## config.mk

```make
export PLATFORM = sky130hd
export DESIGN_NAME = arbitro_vc
export DESIGN_NICKNAME = d
export VERILOG_FILES = /design/src/rtl/arbitro_vc.sv
export SDC_FILE = /design/constraint.sdc
export NUM_CORES = 1
export LEC_CHECK = 0
export CORE_MARGIN = 2
export CORE_UTILIZATION = 35
export CTS_CLUSTER_SIZE = 14
export DETAILED_ROUTE_END_ITERATION = 16
export GPL_ROUTABILITY_DRIVEN = 0
export PLACE_DENSITY = 0.71
export SYNTH_ARGS = -nofsm -noshare
export SYNTH_HDL_FRONTEND = slang
export SYNTH_SLANG_ARGS = --single-unit
```

## constraint.sdc

```tcl
create_clock -name clk -period 3.1 [get_ports clk]
set_clock_uncertainty 0.05 [all_clocks]
set_input_delay 0.93 -clock clk [delete_from_list [all_inputs] [get_ports clk]]
set_output_delay 0.93 -clock clk [all_outputs]
set_load 0.05 [all_outputs]
```

## src/rtl/arbitro_vc.sv

```systemverilog
// arbitro_vc: round-robin arbiter that drains four virtual-channel FIFOs
// into one destination FIFO, in bursts of up to blen_q+1 words per grant.
module arbitro_vc (
  input  logic       clk,
  input  logic       reset,
  input  logic       active_in,
  input  logic [3:0] fifo_empty,
  input  logic [5:0] data_in0,
  input  logic [5:0] data_in1,
  input  logic [5:0] data_in2,
  input  logic [5:0] data_in3,
  input  logic       dest_almost_full,
  input  logic [1:0] burst_len,
  output logic [3:0] fifo_pop,
  output logic [5:0] data_out,
  output logic       push_out,
  output logic [1:0] grant,
  output logic [1:0] state_out,
  output logic       idle_out
);

  typedef enum logic [1:0] {
    IDLE  = 2'b00,
    SERVE = 2'b01,
    STALL = 2'b10
  } state_t;

  state_t     state_q, state_d;
  logic [1:0] grant_q, grant_d;
  logic [1:0] cnt_q, cnt_d;
  logic [1:0] blen_q, blen_d;
  logic [5:0] data_q;
  logic       push_q;

  logic [1:0] pickIdx;
  logic       pickValid;
  logic       popEn;
  logic [5:0] headWord;

  // Round-robin pick: scan grant+1 .. grant+4; lower offsets overwrite, so the
  // nearest non-empty VC after the current grant wins and the current VC is last.
  always_comb begin
    pickIdx   = grant_q;
    pickValid = 1'b0;
    for (int k = 4; k >= 1; k--) begin
      if (!fifo_empty[grant_q + 2'(k)]) begin
        pickIdx   = grant_q + 2'(k);
        pickValid = 1'b1;
      end
    end
  end

  // Head word of the granted VC, captured into data_out when it is popped.
  always_comb begin
    case (grant_q)
      2'd0:    headWord = data_in0;
      2'd1:    headWord = data_in1;
      2'd2:    headWord = data_in2;
      default: headWord = data_in3;
    endcase
  end

  // Next-state, burst bookkeeping and pop decision.
  always_comb begin
    state_d = state_q;
    grant_d = grant_q;
    cnt_d   = cnt_q;
    blen_d  = blen_q;
    popEn   = 1'b0;
    case (state_q)
      IDLE: begin
        if (active_in && pickValid) begin
          state_d = SERVE;
          grant_d = pickIdx;
          cnt_d   = 2'd0;
          blen_d  = burst_len;
        end
      end
      SERVE: begin
        if (!active_in) begin
          state_d = IDLE;
        end else if (dest_almost_full) begin
          state_d = STALL;
        end else if (fifo_empty[grant_q]) begin
          if (pickValid) begin
            grant_d = pickIdx;
            cnt_d   = 2'd0;
            blen_d  = burst_len;
          end else begin
            state_d = IDLE;
          end
        end else begin
          popEn = 1'b1;
          if (cnt_q == blen_q) begin
            grant_d = pickIdx;
            cnt_d   = 2'd0;
            blen_d  = burst_len;
          end else begin
            cnt_d = cnt_q + 2'd1;
          end
        end
      end
      STALL: begin
        if (!active_in) begin
          state_d = IDLE;
        end else if (!dest_almost_full) begin
          state_d = SERVE;
        end
      end
      default: state_d = IDLE;
    endcase
  end

  assign fifo_pop = (popEn && !reset) ? (4'b0001 << grant_q) : 4'b0000;

  // State and output registers; data_out only moves when a word is pushed.
  always_ff @(posedge clk) begin
    if (reset) begin
      state_q <= IDLE;
      grant_q <= 2'b11;
      cnt_q   <= 2'd0;
      blen_q  <= 2'd0;
      data_q  <= 6'd0;
      push_q  <= 1'b0;
    end else begin
      state_q <= state_d;
      grant_q <= grant_d;
      cnt_q   <= cnt_d;
      blen_q  <= blen_d;
      push_q  <= |fifo_pop;
      if (|fifo_pop) begin
        data_q <= headWord;
      end
    end
  end

  assign data_out  = data_q;
  assign push_out  = push_q;
  assign grant     = grant_q;
  assign state_out = state_q;
  assign idle_out  = (state_q == IDLE);

endmodule

```

==> reports/metrics.csv <==
metric;value;unit
outcome;finished clean;
cell count after synthesis;111;
Max-slew headroom;65.82;%
hpwl dp;2.266;mm
layout cells sized above 1;20.83;%
Slew Viols, Final;0;
synthesized area per cell;8.984;um^2
Initial Util;36.48;%
Worst-path clk slew;90;ps
boundary pin count;50;
Data required, critical path;2120;ps
Final Setup Violations;0;
syn_nets;150;
Root Buffer;clkbuf_4;
dominant synthesized flop cell;dfxtp_1;
vias in the first global route;1061;
Yosys cell types;31;
NumNets Final;208;
Post-synth EDFFs;0;
cell row count;19;
buffers added on ports;49;
Total Routed Length;2.802;mm
Die H;57.38;um
CP max FO;5;
Tcrit/Tclk final;98.58;%
CORE AREA;2734;um^2
post-synth top area cell;dfxtp_1;
largest net degree at the start of global routing;13;
average wire per standard cell;14.08;um
synth warn;0;
H-tree depth;1;
Inserted Clock Buffers;3;
# DRC;0;
synth top area cells;dfxtp_1 (30%), mux2i_1 (11%), ha_1 (6.3%), a222oi_1 (6.0%), nor2_1 (5.3%);
Max-Cap Viols;0;
DRT antenna net count;0;
RSZ-0062 raised after global routing;no;
Final min period;3056;ps
via count;1033;
die area;3292;um^2
final number of hold-violating endpoints;0;
initial antenna violation count;0;
ANT cells;0;
Worst-Skew Late Latency;290;ps
grt ovf;0;
hold_ws;414.9;ps
Power Density;365.1;nW/um^2
synthesis-stage register bit count;15;
Leak;0.6814;nW
CTS tree;built;
critical path arrival;2080;ps
DR pass1 iterations;4;
worst vdd ir;0.4105;mV
clock tree sinks;15;
DRC violation total after the first TritonRoute iteration;40;
Hold Path Class;register to register;
Syn-to-layout area delta;65.75;%
Die Width;57.38;um
first-pass GRT wire length;4.692;mm
Commonest cells post-synth;dfxtp_1 (15), nor2_1 (14), nand2_1 (12), mux2i_1 (11);
post-synthesis cell area;997.2;um^2
Total GRT Usage;18.39;%
most common cell in the netlist;dfxtp_1;
Final Core Density;60.46;%
Critical Path Source Type;input pin;
sequential element share of the synthesized area;30.11;%
worst-margin pin slew;511.1;ps
Max clock buf depth;2;
f_max;327.2;MHz
post-synth top area share;30.11;%
Vias per Instance;5.191;
critical path class;input pin to output port;
Critical Path End Type;output port;
Post-synth ARST share;0;%
## per-stage QoR
step                total power [mW]  setup slack [ps]  cell area [um^2]  cells  setup TNS (ps)
detailed placement            0.4896            -380.4              1604    195           -1515
global route                  0.6416             2.879              1653    199               0
CTS                           0.6064             14.57              1623    199               0
finish                        0.6035             43.92              1653    199               0
floorplan                     0.3878             8.984             997.2    111               0
global placement              0.4820            -332.1              1604    195           -1326
## worst paths after layout
check / from / to / slack [ps] / cells after the start
max: fifo_empty[3] / fifo_pop[1] / 40 / 5
min: data_out[0]$_SDFFE_PP0P_ / data_out[0]$_SDFFE_PP0P_ / 410 / 2
max reg2reg: grant[1]$_SDFFE_PP1P_ / data_out[4]$_SDFFE_PP0P_ / 1160 / 4
min reg2reg: data_out[0]$_SDFFE_PP0P_ / data_out[0]$_SDFFE_PP0P_ / 410 / 2
## flip-flops by register name (all words and copies together), names as in the netlist
signal and flops:
blen_q 2, cnt_q 2, grant 2, push_out 1, state_out 2, data_out 6
## power by group
| part | leakage (nW) | switching, mW | internal [mW] | total (mW) |
|---|---|---|---|---|
| clock network | 0.0177 | 0.0686 | 0.0481 | 0.117 |
| logic | 0.541 | 0.138 | 0.132 | 0.270 |
| registers | 0.122 | 0.0133 | 0.203 | 0.217 |
| total | 0.681 | 0.220 | 0.384 | 0.603 |
## cell type report
cell class | instances | area (um^2)
Clock inverter | 1 | 5.005
Timing Repair Buffer | 59 | 614.3
Multi-Input combinational cell | 85 | 653.1
Sequential cell | 15 | 300.3
Tap cell | 31 | 38.79
Clock buffer | 3 | 22.52
Fill cell | 248 | 1081
Inverter | 5 | 18.77
## layout by cell type (no fill, tap or decap), drive strengths merged, types with 3 or more instances in the layout
cell and n:
ha 5, nor2 14, xnor2 3, and2 5, mux2i 11, clkdlybuf4s50 38, dfxtp 15, nand2 12
buf 18, nand3 3, a21oi 6, nor3 3, clkbuf 3, a222oi 6, inv 5
## logic make-up after synthesis
family,synth area share (%)
buffers and inverters,5.645
adder cells (fa/ha/maj),6.274
AND/OR/NAND/NOR,19.83
AO/OA/AOI/OAI,17.06
flip-flops,30.11
XOR/XNOR,4.392
multiplexers,16.69
## layer usage
metal  vias to the layer above  track usage, %  routed length [um]
met5                         -               0                   0
met4                         0           6.977                  39
met3                         4           3.628                 156
met2                        36           32.95                1473
met1                       477           21.37                1132
li1                        516               -                   -
## critical path, stage by stage
cell	delay (ps)
buf_6	90
mux4_2	510
nor3_4	220
and2_4	200
buf_12	130
## repair_timing
item | in CTS | in global routing
buffers inserted | 0 | 0
hold buffers | 0 | 0
resized for setup | 23 | 6
hold endpoints to repair | 0 | 0
pin swaps | 2 | 0
setup endpoints to repair | 4 | 4
Power figures use the tool's default switching activity.
